`config.mk`:
```
export PLATFORM = sky130hd
export DESIGN_NAME = key_search
export DESIGN_NICKNAME = d
export VERILOG_FILES = /design/src/rtl/key_search.sv
export SDC_FILE = /design/constraint.sdc
export NUM_CORES = 1
export LEC_CHECK = 0
export BUFFER_PORTS_ARGS = -buffer_cell sky130_fd_sc_hd__buf_2
export CAP_MARGIN = 0
export CORE_MARGIN = 2
export CORE_UTILIZATION = 49
export DETAILED_ROUTE_END_ITERATION = 10
export PLACE_DENSITY = 0.73
export SETUP_SLACK_MARGIN = 0.05
export SLEW_MARGIN = 10
export SYNTH_ARGS = -nofsm -noshare
export SYNTH_HDL_FRONTEND = slang
export SYNTH_SLANG_ARGS = --single-unit
export TNS_END_PERCENT = 1
```
`constraint.sdc`:
```
create_clock -name clk -period 1.7 [get_ports clk]
set_input_delay 0.34 -clock clk [delete_from_list [all_inputs] [get_ports clk]]
set_output_delay 0.34 -clock clk [all_outputs]
set_load 0.01 [all_outputs]
```
`src/rtl/key_search.sv`:
```
// Reverse lookup over a small key/data table: given a data value, sequentially
// scan the entries and return the key and index of the lowest matching valid entry.
module key_search #(
  parameter int NR_KEY   = 4,
  parameter int KEY_LEN  = 2,
  parameter int DATA_LEN = 2,
  localparam int IDX_W   = (NR_KEY > 2) ? $clog2(NR_KEY) : 1
) (
  input  logic                clk,
  input  logic                rst,
  input  logic                wr_en,
  input  logic [IDX_W-1:0]    wr_idx,
  input  logic [KEY_LEN-1:0]  wr_key,
  input  logic [DATA_LEN-1:0] wr_data,
  input  logic                clr,
  input  logic                req_valid,
  output logic                req_ready,
  input  logic [DATA_LEN-1:0] req_data,
  output logic                rsp_valid,
  input  logic                rsp_ready,
  output logic                rsp_hit,
  output logic [KEY_LEN-1:0]  rsp_key,
  output logic [IDX_W-1:0]    rsp_idx
);

  typedef enum logic [1:0] {
    IDLE = 2'd0,
    SCAN = 2'd1,
    RESP = 2'd2
  } state_t;

  state_t              state_r;
  state_t              state_s;
  logic [NR_KEY-1:0]   valid_r;
  logic [KEY_LEN-1:0]  key_r  [NR_KEY];
  logic [DATA_LEN-1:0] data_r [NR_KEY];
  logic [DATA_LEN-1:0] req_data_r;
  logic [IDX_W-1:0]    scan_idx_r;
  logic                hit_r;
  logic [KEY_LEN-1:0]  key_out_r;
  logic [IDX_W-1:0]    idx_out_r;
  logic                match_s;
  logic                last_s;
  logic                write_s;

  // Compare the single entry selected by the scan index.
  always_comb begin
    match_s = valid_r[scan_idx_r] && (data_r[scan_idx_r] == req_data_r);
    last_s  = (scan_idx_r == IDX_W'(NR_KEY - 1));
    write_s = (state_r == IDLE) && wr_en && !clr;
  end

  // FSM state register.
  always_ff @(posedge clk or posedge rst) begin
    if (rst) state_r <= IDLE;
    else     state_r <= state_s;
  end

  // FSM next-state decode.
  always_comb begin
    state_s = state_r;
    case (state_r)
      IDLE: begin
        if (req_valid) state_s = SCAN;
        else           state_s = IDLE;
      end
      SCAN: begin
        if (match_s || last_s) state_s = RESP;
        else                   state_s = SCAN;
      end
      RESP: begin
        if (rsp_ready) state_s = IDLE;
        else           state_s = RESP;
      end
      default: state_s = IDLE;
    endcase
  end

  // Request latch, scan index and registered result.
  always_ff @(posedge clk or posedge rst) begin
    if (rst) begin
      req_data_r <= '0;
      scan_idx_r <= '0;
      hit_r      <= 1'b0;
      key_out_r  <= '0;
      idx_out_r  <= '0;
    end else begin
      case (state_r)
        IDLE: begin
          if (req_valid) begin
            req_data_r <= req_data;
            scan_idx_r <= '0;
          end
        end
        SCAN: begin
          if (match_s) begin
            hit_r     <= 1'b1;
            key_out_r <= key_r[scan_idx_r];
            idx_out_r <= scan_idx_r;
          end else if (last_s) begin
            hit_r     <= 1'b0;
            key_out_r <= '0;
            idx_out_r <= '0;
          end else begin
            scan_idx_r <= scan_idx_r + IDX_W'(1);
          end
        end
        default: ;
      endcase
    end
  end

  // Valid bits: clear beats write; both only take effect while idle.
  always_ff @(posedge clk or posedge rst) begin
    if (rst) begin
      valid_r <= '0;
    end else if (state_r == IDLE && clr) begin
      valid_r <= '0;
    end else begin
      for (int i = 0; i < NR_KEY; i++) begin
        if (write_s && wr_idx == IDX_W'(i)) valid_r[i] <= 1'b1;
      end
    end
  end

  // Key/data payload; out-of-range indices match no entry and are dropped.
  always_ff @(posedge clk) begin
    for (int i = 0; i < NR_KEY; i++) begin
      if (write_s && wr_idx == IDX_W'(i)) begin
        key_r[i]  <= wr_key;
        data_r[i] <= wr_data;
      end
    end
  end

  assign req_ready = (state_r == IDLE);
  assign rsp_valid = (state_r == RESP);
  assign rsp_hit   = hit_r;
  assign rsp_key   = key_out_r;
  assign rsp_idx   = idx_out_r;

endmodule

```
## After elaboration in Yosys (flattened, before gate mapping)

Memories as Yosys holds them, arrays and structs flattened.
Cells that the tools add are included.

- Flip-flop bits (word level): 15
- RAM bits: 16
- Input port bits: 14
- Output and inout port bits: 7
- Word-level logic and storage cells: 97
- Memories: 2

Memory list:

| memory | words | bits a word | rd ports | clocked after memory_dff | wr ports | line | source |
|---|---|---|---|---|---|---|---|
| data_r | 4 | 2 | 1 | 0 | 1 | 36 | `logic [DATA_LEN-1:0] data_r [NR_KEY];` |
| key_r | 4 | 2 | 1 | 0 | 1 | 35 | `logic [KEY_LEN-1:0] key_r [NR_KEY];` |

- $add $sub $neg: 1
- $lt $le $gt $ge: 1
- Eq/ne operators: 10
- Mux-type cells: 46
- Reduce and logical (&&, ||, !) cells: 27

Operators with widths:

| operator | count |
|---|---|
| 2-bit two-way mux | 20 |
| 1-bit two-way mux | 22 |
| 2-bit nonzero test | 6 |
| 2-bit OR reduction | 6 |
| 2-bit equality test, second input constant | 4 |
| 1-bit logical AND | 8 |
| 2-bit inequality test, second input constant | 3 |
| 2-bit case mux with 3 select lines | 1 |
| 2-bit by 1-bit equality test with 1-bit output, second input constant | 2 |
| 2-bit zero test | 2 |
| 4-bit two-way mux | 1 |
| 2-bit case mux with 2 select lines | 1 |
| 2-bit AND reduction | 2 |
| 4-bit AND reduction | 1 |
| 2-bit by 3-bit < comparator with 1-bit output, second input constant | 1 |
| 2-bit by 1-bit adder with 2-bit output, second input constant | 1 |
| 1-bit binary-select mux with 2-bit select | 1 |
| 2-bit equality test | 1 |
| 1-bit zero test | 1 |
| 1-bit logical OR | 1 |

## Depth between registers and ports, before layout

Gate-level depths: netlist of the first run.

- Depth in word-level cells: 10
- Gate-level depth with buffers: 6
- Gate-level depth less buffers: 5

## Worst setup path before layout of the first run

No wires, ideal clock.

- Kind: reg2reg
- Start point: register state_r[0]
- End point: memory data_r[0][0], enable pin
- Setup time: 0.374 ns
- Data arrival time: 1.345 ns
- Required time: 1.326 ns
- Path slack: -0.019 ns
- Cell stages (with the launch flop): 3
- Path buffers: 0
- Clock period less this slack: 1.719 ns
- Cells stage by stage: dfrtp_1 > nor4b_1 > nor3b_1

- Word-level cells in the longest chain between the ends: 10
- Elaborated cells on any way between the ends: 24
- Classes of those cells: 14 x mux; 10 x reduce/logical

Ends and longest elaborated chain:

| item | line | source |
|---|---|---|
| start: declaration | 32 | `state_t state_r;` |
| start signal: assignment | 56 | `else state_r <= state_s;` |
| 2-bit zero test * | 50 | `write_s = (state_r == IDLE) && wr_en && !clr;` |
| 1-bit logical AND * (2 in a row) | 50 |  |
| 1-bit logical AND | 129 | `if (write_s && wr_idx == IDX_W'(i)) begin` |
| 1-bit two-way mux | 129 |  |
| 1-bit two-way mux (not written as such) | 131 | `data_r[i] <= wr_data;` |
| 2-bit OR reduction (no line) | n/a |  |
| 2-bit two-way mux (no line) or 1-bit two-way mux (tied branches) (3 in a row) | n/a |  |
| end: declaration | 36 |  |

Mark *: on every way between the ends. The rest lies on a longest branch, timed or not.

## Final worst setup path of the first run

- Start point: register scan_idx_r[0]
- End point: register state_r[1]

- Word-level cells in the longest chain between the ends: 6
- Elaborated cells on any way between the ends: 9
- Classes of those cells: 2 x eq/ne; 4 x mux; 2 x reduce/logical; 1 x memory

Ends and longest elaborated chain:

| item | line | source |
|---|---|---|
| start: declaration | 38 | `logic [IDX_W-1:0] scan_idx_r;` |
| start signal: assignment | 105 | `scan_idx_r <= scan_idx_r + IDX_W'(1);` |
| memory 4 x 2 bit or 1-bit binary-select mux with 2-bit select (tied branches) | n/a |  |
| 2-bit equality test or 1-bit two-way mux (tied branches) | 48 | `match_s = valid_r[scan_idx_r] && (data_r[scan_idx_r] == req_data_r);` |
| 1-bit logical AND | 48 |  |
| 1-bit logical OR * | 68 | `if (match_s \|\| last_s) state_s = RESP;` |
| 2-bit two-way mux * | 68 |  |
| 2-bit case mux with 3 select lines * | 62 | `case (state_r)` |
| net state_s[1] | 33 | `state_t state_s;` |

The timed path passes the listed nets; every way through them passes the cells marked *. The select of a mux whose other input is x is not followed.
A chain may end at the register's enable or synchronous reset.

==> summary.txt, run 1 <==
Outcome
  – Status: finished with violations
  – Failing checks: setup timing

Power and ir drop
  – P_leak: 0.703 nW
  – PwrDens: 1540 mW/mm²
  – Worst vdd ir: 894 µV
  – Power share of the clock group: 15.6%
  – Sequential share of power: between 40 and 50%
  – Sw Ratio: 35.8%
  – Combinational Power Share: 41.2%
  – Switching pwr: approximately 910 µW
  – Internal power: 1.63 mW
  – Power Total: 2.54 mW

Finish
  – Fillers: around 230
  – Fin cells: about 170
  – Most frequent cells in the layout: buf_2, nand2_1, edfxtp_1
  – Multi-input gate area: 518 µm²
  – Share of cells above drive strength 1: 32.9%
  – Nets: around 150
  – Most common cell after layout, fill and taps aside: buf_2
  – Antenna fix cells: 0
  – Finished Cell Area: around 0.0016 mm²
  – Area delta synth->final: 20.4%
  – Register area: 857 µm²

Place
  – Final GP Congestion: 0.795
  – Post-DP Area: 0.00157 mm²
  – HPWL Detailed: approximately 1700 µm
  – IO buf count: 20
  – Dpl cells: 162

GRT
  – GR Layer Usage met3: 6.22%
  – M1 GR Usage: 18.2%
  – First-pass GRT wire length: 3720 µm
  – Pin count of the biggest net entering global routing: 16
  – Initial antenna violation count: 0
  – M2 GR Usage: 26.9%
  – Gr ovfl total: 0
  – GRT Max-Usage Layer: met2
  – Vias in the first global route: 832
  – GRT Total Usage: 16.1%

Floorplan
  – Die height: roughly 57 µm
  – Chip Width: around 57 µm
  – Area of the die: 0.00323 mm²
  – Initial Util: 50.6%
  – I/O pins: 21
  – Core Region: 0.00271 mm²
  – # rows: 19

Clock network
  – Clk pin slew, worst setup/hold paths: 100 ps
  – Root buf cell: clkbuf_4
  – Hold-fix buffers, CTS: 0
  – CTS buffer count: 5
  – Clock latency on the worst-skew pair: 330 ps
  – Worst-case clock buffer depth: 2
  – CTS tree: built
  – CTS H-tree lvls: 2
  – Clock tree sinks: 31

Yosys
  – Number of synthesized register bits: 31
  – Post-synth top area share: 35.1%
  – Syn nets: 118
  – Yosys warns: 0
  – Synthesized area: 0.00137 mm²
  – Mean Syn Cell Area: between 10 and 15 µm²
  – Cell taking the most area after synthesis: edfxtp_1
  – Synthesized instance count: just over 100
  – Post-synthesis sequential area ratio: 62.5%
  – Top post-synthesis cells by area: edfxtp_1, dfrtp_1, nand2_1
  – Library cells used by synthesis: 24

Timing
  – Period utilization: 101%
  – Minimum clock period after layout: 1710 ps
  – Worst-Margin Slew: 568 ps
  – Final TNS setup: -34.9 ps
  – Max Clock Skew: 10.2 ps
  – Fmax: 0.584 GHz
  – Endpoints failing setup: 4
  – Final Hold Fails: 0
  – Fin. max-slew vios: 0
  – Max_slew headroom: 62.1%
  – Post-layout worst setup margin: -13.4 ps
  – Worst hold slack: 48.2 ps
  – RSZ-0062 raised after global routing: yes

Routing
  – Remaining routing DRC violations: 0
  – 1st-iter DRT viols: 20
  – Final WL: between 2000 and 2500 µm
  – DRT Pass-1 Iters: 4
  – Drt wl/cell: between 10 and 15 µm
  – Total number of vias: a little over 900
  – Antenna-violating nets left: 0
  – Via density: 5.29

Critical path
  – Worst path slowest cell: mux4_2
  – Critical Path End Type: register
  – Crit start category: register
  – Critical path type: reg2reg
  – Worst path bufs/invs: 0
  – Worst R2R Start: scan_idx_r[0]$_DFFE_PP0P_
  – CP max stage delay: 570 ps
  – Crit path cell chain: mux4_2, xor2_4, or3_1, nand3_1
  – Top cell family by delay on the critical path: multiplexers
  – Worst setup path startpoint: scan_idx_r[0]$_DFFE_PP0P_
  – Worst R2R Setup Slack: -10 ps
  – CP arrival: 1970 ps
  – CP max FO: 10
  – CP required: roughly 2000 ps

Run
  – Max-Cap Viols: 0

Hold path
  – Tightest Hold Check Type: in2async
## timing repair
item / 4_1_cts / 5_1_grt
resized for setup: 1 / 2
pin swaps: 0 / 3
setup buffers: 1 / 0
setup endpoints to repair: 9 / 25
gates cloned: 0 / 0
## state kept, by name (all words and copies together), names as in the netlist
register    cells
state_r         2
scan_idx_r      2
rsp_idx         2
rsp_hit         1
valid_r         4
data_r          8
req_data_r      2
rsp_key         2
key_r           8
## worst paths after layout
kind	depth (start not counted)	to
setup / recovery	4	state_r[1]$_DFF_PP0_
hold / removal	2	rsp_key[0]$_DFFE_PP0P_
setup reg to reg	4	state_r[1]$_DFF_PP0_
hold reg to reg	2	rsp_hit$_DFFE_PP0P_
max in group asynchronous	2	scan_idx_r[0]$_DFFE_PP0P_
min in group clk	1	data_r[3][0]$_DFFE_PP_
## stage by stage
step / setup WS [ps] / util (%)
3_3_place_gp: -33.2 / 57.9
2_1_floorplan: 5.32 / -
5_1_grt: -77.4 / 60.8
3_5_place_dp: -64.1 / 57.9
4_1_cts: -8.11 / 60.2
6_report: -13.4 / 60.8
## cell type report
cell class	count	area share, %
clock buffer	5	2.28
tap	31	2.35
multi-input combinational	69	31.4
clock inverter	3	0.910
timing repair buffer	30	10.6
sequential	31	52.0
inverter	2	0.455
## power by group through the flow
stage	logic, mW	clock network [mW]	registers [mW]
after global placement	0.993	0	1.09
after CTS	1.04	0.411	1.09
after global routing	1.16	0.445	1.12
after floorplan	0.725	0	1.09
after detailed placement	1.01	0	1.10
final	1.05	0.396	1.10
## logic make-up after synthesis
family / count (synthesis) / synth area share (%)
adders and majority gates: 1 / 0.913
muxes: 11 / 11.6
AOI/OAI and AO/OA: 10 / 5.48
xor gates and xnor gates: 3 / 2.47
and+or+nand+nor: 44 / 15.7
buffers and inverters: 3 / 1.37
DFF: 31 / 62.5
## synthesized netlist by cell type
library cell / number
o21ai_0: 4
mux2_2: 3
xor2_2: 1
edfxtp_1: 16
o21ai_2: 1
o21a_1: 4
and3_1: 1
dfrtp_1: 15
nor2b_1: 6
buf_6: 1
nor4b_1: 1
mux2i_1: 5
nand2_1: 18
nand3_1: 5
xor2_1: 2
ha_1: 1
a32oi_2: 1
mux4_2: 1
mux4_1: 2
inv_1: 2
nor2_1: 5
or3_1: 5
nor3b_1: 1
nand2b_1: 2
## routing by layer
| metal | wire (µm) | part of all wire (%) |
|---|---|---|
| met1 | 933 | 42 |
| met2 | 1160 | 52 |
| met3 | 108 | 4.8 |
| met4 | 40 | 1.8 |
| met5 | 0 | 0 |
No activity file was read; power rests on OpenSTA's default activity.
==> run 2, diff against run 1 <==
PLACE_DENSITY = not set   (was 0.73)
PLACE_DENSITY_LB_ADDON = 0.12   (was not set)
SLEW_MARGIN = not set   (was 10)
==> run 2 against run 1 <==
  * The run still ends with setup timing left
  * Cell area rose by 3.3%
  * Combinational power rose by 11%
  * Core utilization rose by 2.0 points
  * Clock power fell by 1%
  * Sequential share of layout area fell by 1.6 points
  * Largest power group is now combinational cells
  * Highest routed layer unchanged
==> summary.txt, run 2 (same netlist as run 1, synthesis figures left out) <==
Outcome
  – Status: finished with violations
  – Failing checks: setup timing

Clock network
  – CTS H-tree lvls: 2 (unchanged)
  – Worst-case clock buffer depth: 2 (unchanged)
  – Root buf cell: clkbuf_4
  – Clk pin slew, worst setup/hold paths: 100 ps (about the same)
  – CTS buffer count: 5 (unchanged)
  – CTS tree: built
  – Clock tree sinks: 31 (unchanged)
  – Clock latency on the worst-skew pair: 320 ps (about the same)

Critical path
  – Crit start category: register
  – Worst R2R Setup Slack: -40 ps (-30 ps)
  – Top cell family by delay on the critical path: multiplexers
  – Worst R2R Start: scan_idx_r[0]$_DFFE_PP0P_
  – Crit path cell chain: mux4_2, xor2_4, or3_1, nand3_1
  – CP max FO: 10 (unchanged)
  – Critical path type: reg2reg
  – CP max stage delay: 580 ps (about the same)
  – Critical Path End Type: register
  – RR Endpoint: rsp_key[0]$_DFFE_PP0P_
  – Worst Reg-to-Reg Cells: 4 (unchanged)
  – CP arrival: 2010 ps (+40 ps)
  – CP required: 1960 ps (about the same)
  – Worst path slowest cell: mux4_2
  – Worst path bufs/invs: 0 (unchanged)

Routing
  – Remaining routing DRC violations: 0 (unchanged)
  – Antenna-violating nets left: 0 (unchanged)
  – Drt wl/cell: 14.2 µm (+8.5%)
  – Final WL: 2430 µm (+8.5%)
  – Total number of vias: 898 (-0.77%)
  – 1st-iter DRT viols: 17 (-15%)
  – DRT Pass-1 Iters: 4 (unchanged)
  – Via density: 5.25 (-0.77%)

Timing
  – Fin. max-slew vios: 0 (unchanged)
  – Endpoints failing setup: 6 (+2)
  – Final Hold Fails: 0 (unchanged)
  – Post-layout worst setup margin: -43.9 ps (-30.6 ps)
  – Period utilization: 103% (+1.8 points)
  – Worst-Margin Slew: 563 ps (-4.74 ps)
  – RSZ-0062 raised after global routing: yes
  – Fmax: 0.573 GHz (-1.8%)
  – Max Clock Skew: 12.8 ps (+2.63 ps)
  – Max_slew headroom: 62.4% (+0.32 points)
  – Minimum clock period after layout: 1740 ps (+30.6 ps)

Finish
  – Util after Layout: 62.8% (+2.0 points)
  – Top Registers: data_r (8), key_r (8), valid_r (4)
  – Fillers: 225 (-3.0%)
  – Share of cells above drive strength 1: 36.4% (+3.6 points)
  – Nets: 154 (unchanged)
  – Antenna fix cells: 0 (unchanged)
  – Most common cell after layout, fill and taps aside: buf_2
  – Area delta synth->final: 24.3%
  – Most frequent cells in the layout: buf_2, nand2_1, edfxtp_1
  – Finished Cell Area: 0.00170 mm² (+3.3%)
  – Fin cells: 171 (unchanged)

Floorplan
  – I/O pins: 21 (unchanged)
  – Initial Util: 50.6% (unchanged)
  – Chip Width: 56.9 µm (unchanged)
  – # rows: 19 (unchanged)
  – Die height: 56.9 µm (unchanged)
  – Core Region: 0.00271 mm² (unchanged)
  – Area of the die: 0.00323 mm² (unchanged)

Hold path
  – Tightest Hold Check Type: in2async

Power and ir drop
  – Worst vdd ir: 990 µV (+11%)
  – PwrDens: 1570 mW/mm² (+2.1%)
  – Sw Ratio: 37.3% (+1.5 points)
  – Power share of the clock group: 14.6% (-1.0 points)
  – Switching pwr: 999 µW (+9.8%)
  – Combinational Power Share: 43.8% (+2.6 points)
  – P_leak: 0.705 nW (+0.26%)
  – Sequential share of power: 41.6% (-1.6 points)
  – Internal power: 1.68 mW (+3.0%)

GRT
  – GRT Max-Usage Layer: met2
  – First-pass GRT wire length: 4120 µm (+11%)
  – Gr ovfl total: 0 (unchanged)
  – Vias in the first global route: 909 (+9.3%)
  – GR Layer Usage met3: 7.14% (+0.92 points)
  – Pin count of the biggest net entering global routing: 16 (unchanged)
  – GRT Total Usage: 17.8% (+1.7 points)
  – M1 GR Usage: 21.5% (+3.3 points)
  – Initial antenna violation count: 0 (unchanged)
  – M2 GR Usage: 28.1% (+1.2 points)

Place
  – IO buf count: 20 (unchanged)
  – HPWL Detailed: 1720 µm (+1.4%)
  – Post-DP Area: 0.00156 mm² (-0.48%)
  – Dpl cells: 161 (-0.62%)
  – Final GP Congestion: 0.758 (-4.6%)

Run
  – Max-Cap Viols: 0 (unchanged)
run 2: cell count changes in the layout (fill, tap and decap cells not counted), moves of 2 or more:
cell,previous run,this run
buf_4,10,8
clkbuf_1,0,2
clkinv_1,2,0
mux2i_1,5,3
xor2_1,2,0
xor2_2,0,2
run 2: metal layers:
layer / wire length [µm] / vias to the layer above / part of all wire [%]
met2: 1240 / 18 / 51
met3: 106 / 6 / 4.4
met1: 1030 / 426 / 42
li1: - / 448 / -
met5: 0 / - / 0
met4: 48 / 0 / 2.0
run 2: power groups by stage:
stage                     combinational (mW)  sequential (mW)  clock [mW]
after floorplan                        0.725             1.09           0
after global placement                 0.993             1.10           0
after detailed placement                1.00             1.11           0
after CTS                               1.01             1.09       0.411
after global routing                    1.30             1.14       0.452
final                                   1.17             1.11       0.392
run 2: repair_timing:
action,in CTS,in global routing
resized for setup,2,9
buffers inserted,0,1
endpoints found under the setup margin,9,17
hold buffers,0,0
cloned,0,1
pin swaps,2,6
run 2: area by class of cell:
cell class	instances	area, µm²	share of cell area [%]
clock buffers	7	45.0	2.65
clock inverters	1	5.00	0.294
inverters	2	7.51	0.441
multi-input cells	70	578	33.9
flip-flops and latches	31	857	50.3
well taps	31	38.8	2.28
repair buffers	29	171	10.1
run 2: worst max path at each step:
stage / start / endpoint / slack (ps) / cells past startpoint
floorplan: scan_idx_r[0]$_DFFE_PP0P_ / rsp_idx[0]$_DFFE_PP0P_ / 5 / 5
global placement: scan_idx_r[0]$_DFFE_PP0P_ / rsp_key[0]$_DFFE_PP0P_ / -30 / 4
detailed placement: scan_idx_r[0]$_DFFE_PP0P_ / rsp_key[1]$_DFFE_PP0P_ / -90 / 6
CTS: scan_idx_r[0]$_DFFE_PP0P_ / rsp_key[1]$_DFFE_PP0P_ / -30 / 4
global route: scan_idx_r[0]$_DFFE_PP0P_ / rsp_key[0]$_DFFE_PP0P_ / -90 / 4
finish: scan_idx_r[0]$_DFFE_PP0P_ / rsp_key[0]$_DFFE_PP0P_ / -40 / 4
run 2: through the flow:
stage	worst slack (ps)	hold WS (ps)	TNS, ps	power, mW
floorplan	5.32	241	0	1.82
detailed placement	-93.9	429	-566	2.11
global placement	-26.3	417	-98.8	2.09
finish	-43.9	48.2	-151	2.68
global route	-94.1	83.6	-642	2.90
CTS	-26.2	58.6	-65.2	2.52
run 2: worst reg2reg max path: stages (launching register included):
cell     delay, ps
dfrtp_2        450
mux4_2         580
xor2_4         200
or3_1          360
nand3_1         90
